### config.mk
export PLATFORM = sky130hd
export DESIGN_NAME = fifo_rd_stream
export DESIGN_NICKNAME = d
export VERILOG_FILES = /design/src/rtl/fifo_rd_stream.sv
export SDC_FILE = /design/constraint.sdc
export NUM_CORES = 1
export LEC_CHECK = 0
export CAP_MARGIN = 20
export CORE_MARGIN = 2
export CORE_UTILIZATION = 52
export DETAILED_ROUTE_END_ITERATION = 10
export HOLD_SLACK_MARGIN = 0.05
export PLACE_DENSITY_LB_ADDON = 0.12
export RECOVER_POWER = 50
export SLEW_MARGIN = 0
export SYNTH_ARGS = -nofsm -noshare
export SYNTH_HDL_FRONTEND = slang
export SYNTH_SLANG_ARGS = --single-unit
### constraint.sdc
create_clock -name r_clk -period 3.8 [get_ports r_clk]
set_input_delay 0.76 -clock r_clk [delete_from_list [all_inputs] [get_ports r_clk]]
set_output_delay 0.76 -clock r_clk [all_outputs]
set_load 0.03 [all_outputs]
### src/rtl/fifo_rd_stream.sv
// fifo_rd_stream: turns a FIFO read port (1-cycle read latency) into a
// valid/ready output stream. A two-entry skid buffer (head/tail) absorbs
// the read latency so a continuously ready sink gets one word per cycle.
module fifo_rd_stream #(
  parameter int RAM_WIDTH = 8,
  parameter int CNT_WIDTH = 16
) (
  input  logic                 r_clk,
  input  logic                 r_rst,
  input  logic                 rd_en,
  input  logic                 r_empty,
  output logic                 r_req,
  input  logic [RAM_WIDTH-1:0] r_data,
  output logic                 m_valid,
  input  logic                 m_ready,
  output logic [RAM_WIDTH-1:0] m_data,
  output logic [1:0]           occ,
  output logic [CNT_WIDTH-1:0] rd_count
);

  // Buffer occupancy states; the encoding equals the word count.
  typedef enum logic [1:0] {
    S0 = 2'd0,
    S1 = 2'd1,
    S2 = 2'd2
  } state_t;

  state_t               state_q, state_d;
  logic [RAM_WIDTH-1:0] head_q, head_d;
  logic [RAM_WIDTH-1:0] tail_q, tail_d;
  logic                 inflight_q;
  logic [CNT_WIDTH-1:0] cnt_q, cnt_d;

  logic                 push;
  logic                 pop;
  logic [2:0]           level;

  // A word returned by the FIFO arrives the cycle after its read was accepted.
  assign push    = inflight_q;
  assign m_valid = (state_q != S0);
  assign pop     = m_valid && m_ready;
  assign occ     = state_q;
  assign m_data  = head_q;
  assign rd_count = cnt_q;

  // Words that will still be held after this edge; a new read only issues
  // when there is room for it, which keeps S2 from ever seeing a push.
  assign level = {1'b0, occ} + {2'b00, inflight_q} - {2'b00, pop};
  assign r_req = !r_rst && rd_en && !r_empty && (level < 3'd2);

  // Next-state logic for the head/tail buffer and the delivered-word counter.
  always_comb begin
    state_d = state_q;
    head_d  = head_q;
    tail_d  = tail_q;
    cnt_d   = pop ? cnt_q + CNT_WIDTH'(1) : cnt_q;
    case (state_q)
      S0: begin
        if (push) begin
          head_d  = r_data;
          state_d = S1;
        end
      end
      S1: begin
        if (push && !pop) begin
          tail_d  = r_data;
          state_d = S2;
        end else if (push && pop) begin
          head_d  = r_data;
        end else if (pop) begin
          state_d = S0;
        end
      end
      S2: begin
        if (pop) begin
          head_d = tail_q;
          if (push) begin
            tail_d = r_data;
          end else begin
            state_d = S1;
          end
        end
      end
      default: state_d = S0;
    endcase
  end

  // State registers; reset discards buffered and in-flight words at once.
  always_ff @(posedge r_clk or posedge r_rst) begin
    if (r_rst) begin
      state_q    <= S0;
      head_q     <= '0;
      tail_q     <= '0;
      inflight_q <= 1'b0;
      cnt_q      <= '0;
    end else begin
      state_q    <= state_d;
      head_q     <= head_d;
      tail_q     <= tail_d;
      inflight_q <= r_req;
      cnt_q      <= cnt_d;
    end
  end

  // A push into a full buffer without a pop would lose a word.
  a_no_overflow: assert property (@(posedge r_clk) disable iff (r_rst)
    !(state_q == S2 && push && !pop));

endmodule
==> results.sh <==
export IMPL_worstReg2RegEnd="inflight_q$_DFF_PP0_"
export IMPL_drtIter0Drc=34
export IMPL_hold_path_cell_count=1
export IMPL_initial_utilization=0.550
export IMPL_sequentialPowerShare=0.410
export IMPL_synth_seq_cells=35
export IMPL_worst_r2r_setup_slack_ns=1.72
export IMPL_overflow=0
export IMPL_clock_path_buffers=2
export IMPL_final_nets=211
export IMPL_p_comb_frac=0.398
export IMPL_wl_per_cell_um=14.4
export IMPL_clock_root_buffer="clkbuf_4"
export IMPL_hp_class="flip-flop to flip-flop"
export IMPL_synth_nets=165
export IMPL_synth_top_area_frac=0.517
export IMPL_synthArstFlopShare=1.00
export IMPL_syn_avg_cell_area_um2=11.4
export IMPL_antenna_found_initial=0
export IMPL_path_buf_inv=2
export IMPL_post_cts_buffers=0
export IMPL_endpoint_kind="output port"
export IMPL_antenna_cells=0
export IMPL_grt_util_all_layers=0.211
export IMPL_cts_hold_buf=0
export IMPL_hpwl_mm=2.48
export IMPL_netlist_area_mm2=0.00169
export IMPL_ir_worst_vdd_mv=0.489
export IMPL_synth_edff_count=0
export IMPL_vias=1251
export IMPL_via_per_inst=5.23
export IMPL_clk_latency_ns=0.35
export IMPL_slew_headroom=-0.240
export IMPL_cp_data_required_time_ns=3.04
export IMPL_internal_power_mw=0.897
export IMPL_dieArea_mm2=0.00373
export IMPL_path_clk_slew_ns=0.11
export IMPL_reg2reg_from="occ[1]$_DFFE_PP0P_"
export IMPL_criticalPathCategory="input port to output port"
export IMPL_maxCapViolCount=1
export IMPL_slowest_stage="clkdlybuf4s50_1"
export IMPL_synth_top_area_cell="dfrtp_1"
export IMPL_ios=41
export IMPL_cts_resized_gates=0
export IMPL_clock_sinks=35
export IMPL_die_w_um=61.1
export IMPL_grt_pass1_wl_mm=5.66
export IMPL_r2r_cells=7
export IMPL_cts_tree="done"
export IMPL_yosys_warnings=0
export IMPL_htree_levels=2
export IMPL_swShare=0.362
export IMPL_fp_coreArea_mm2=0.00308
export IMPL_die_h_um=61.1
export IMPL_hold_viol=0
export IMPL_drc_errors=0
export IMPL_start_kind="input port"
export IMPL_grt_pass1_vias=1270
export IMPL_outcome="complete, but fails checks"
export IMPL_fin_tns_setup_ns=0
export IMPL_yosys_top_cells_count="dfrtp_1, nand2_1, mux2_2, xnor2_1"
export IMPL_worstMarginPinSlew_ns=1.86
export IMPL_ys_seq_area_frac=0.517
export IMPL_fin_crit_sh=0.949
export IMPL_final_setup_viol_count=0
export IMPL_power_switching_mw=0.509
export IMPL_drt_pass1_iterations=4
export IMPL_path_max_fanout=2
export IMPL_critPathMaxStageDelay_ns=0.50
export IMPL_areaGrowthSynthToFinish_pct=29.6
export IMPL_cp_top_family="adder cells"
export IMPL_setup_slack_ns=0.195
export IMPL_power_density_mw_per_mm2=640
export IMPL_finalWeightedCongestion=0.785
export IMPL_rows=20
export IMPL_synth_flop_cell="dfrtp_1"
export IMPL_maxSlewViolCount=36
export IMPL_critical_path_most_common_cell="nand2_1"
export IMPL_timing_hold_ws_ns=0.482
export IMPL_p_leak_nw=0.972
export IMPL_synth_area_leaders="dfrtp_1, mux2_2, nand2_1"
export IMPL_grt_setup_unrepaired="false"
export IMPL_drive_above_1_share=0.169
export IMPL_arrival_ns=2.84
export IMPL_synth_cell_types=32
export IMPL_violations="capacitance limit, slew limit"
export IMPL_grt_max_degree=36
export IMPL_syn_inst=148
export IMPL_hold_start="rd_count[15]$_DFFE_PP0P_"
export IMPL_post_place_ws_ns=0.185
export IMPL_fmax_mhz=277
export IMPL_wl_mm=3.44
export IMPL_port_buffers=40
export IMPL_antenna_left=0
export IMPL_finalCriticalPeriod_ns=3.60
export IMPL_fin_skew_ns=0.0161
export IMPL_min_to="rd_count[15]$_DFFE_PP0P_"
export IMPL_crit_chain="clkdlybuf4s50_1 > o21ai_2 > ha_1 > nand2_1 > fa_1 > nand2_1 > nor4_1 > buf_4"
export IMPL_cts_buffers=5
export IMPL_power_frac_clock=0.192
logic make-up (layout without fill, tap and decap cells):
family / count (synthesis) / in the layout / synth area share
AND/OR/NAND/NOR: 57 / 57 / 0.157
buffers and inverters: 9 / 56 / 0.0347
XOR/XNOR: 16 / 16 / 0.0827
flip-flops: 35 / 35 / 0.517
adder cells (fa/ha/maj): 4 / 4 / 0.0340
multiplexers: 17 / 17 / 0.113
AO/OA/AOI/OAI: 10 / 10 / 0.0620
sequential cells by signal (all words and copies together) (netlist names):
name        flops
inflight_q      1
m_data          8
occ             2
rd_count       16
tail_q          8
layout make-up:
type	instances	area [um2]
Clock buffer	5	37.5
Timing Repair Buffer	44	420
Tap cell	44	55.1
Fill cell	256	882
Inverter	4	15.0
Multi-Input combinational cell	104	748
Sequential cell	35	876
Clock inverter	3	43.8
cells in the final DEF (no fill, tap or decap), drive strengths merged, types with 2 or more instances in the layout:
| cell type | n |
|---|---|
| o32ai | 2 |
| ha | 3 |
| a22oi | 2 |
| dfrtp | 35 |
| o21ai | 2 |
| clkbuf | 7 |
| buf | 3 |
| nand4 | 2 |
| nand2 | 35 |
| inv | 4 |
| xor2 | 4 |
| clkdlybuf4s50 | 38 |
| nor3 | 2 |
| clkinv | 2 |
| nand3 | 6 |
| nor2 | 6 |
| mux2 | 17 |
| xnor2 | 12 |
power by group through the flow:
| stage | sequential (mW) | combinational, mW | clock, mW |
|---|---|---|---|
| floorplan | 0.708 | 0.230 | 0 |
| global placement | 0.574 | 0.557 | 0 |
| detailed placement | 0.584 | 0.575 | 0 |
| CTS | 0.577 | 0.575 | 0.278 |
| global route | 0.594 | 0.597 | 0.294 |
| finish | 0.576 | 0.559 | 0.270 |
stage by stage:
stage          std cells  total power [mW]  utilization  instance area, um2
2_1_floorplan        148             0.937            -                1690
3_3_place_gp         231              1.13        0.693                2130
3_5_place_dp         231              1.16        0.693                2130
4_1_cts              239              1.43        0.720                2210
5_1_grt              239              1.49        0.713                2200
6_report             239              1.41        0.713                2200
how the worst max path moves through the flow:
| stage | from | slack, ns | to | cells after the start |
|---|---|---|---|---|
| floorplan | m_ready | 0.11 | r_req | 7 |
| global placement | m_ready | 0.35 | r_req | 8 |
| detailed placement | m_ready | 0.18 | r_req | 8 |
| CTS | m_ready | 0.18 | r_req | 8 |
| global route | m_ready | 0.09 | r_req | 8 |
| finish | m_ready | 0.20 | r_req | 8 |
metal layers:
layer  global-route usage  vias to the layer above  share of wire
li1                     -                      590              -
met1                0.253                      608           0.42
met3               0.0714                       10          0.055
met5                    0                        -              0
met2                0.357                       43           0.51
met4               0.0714                        0          0.017
Note: power is estimated with default switching activity, not from simulation.
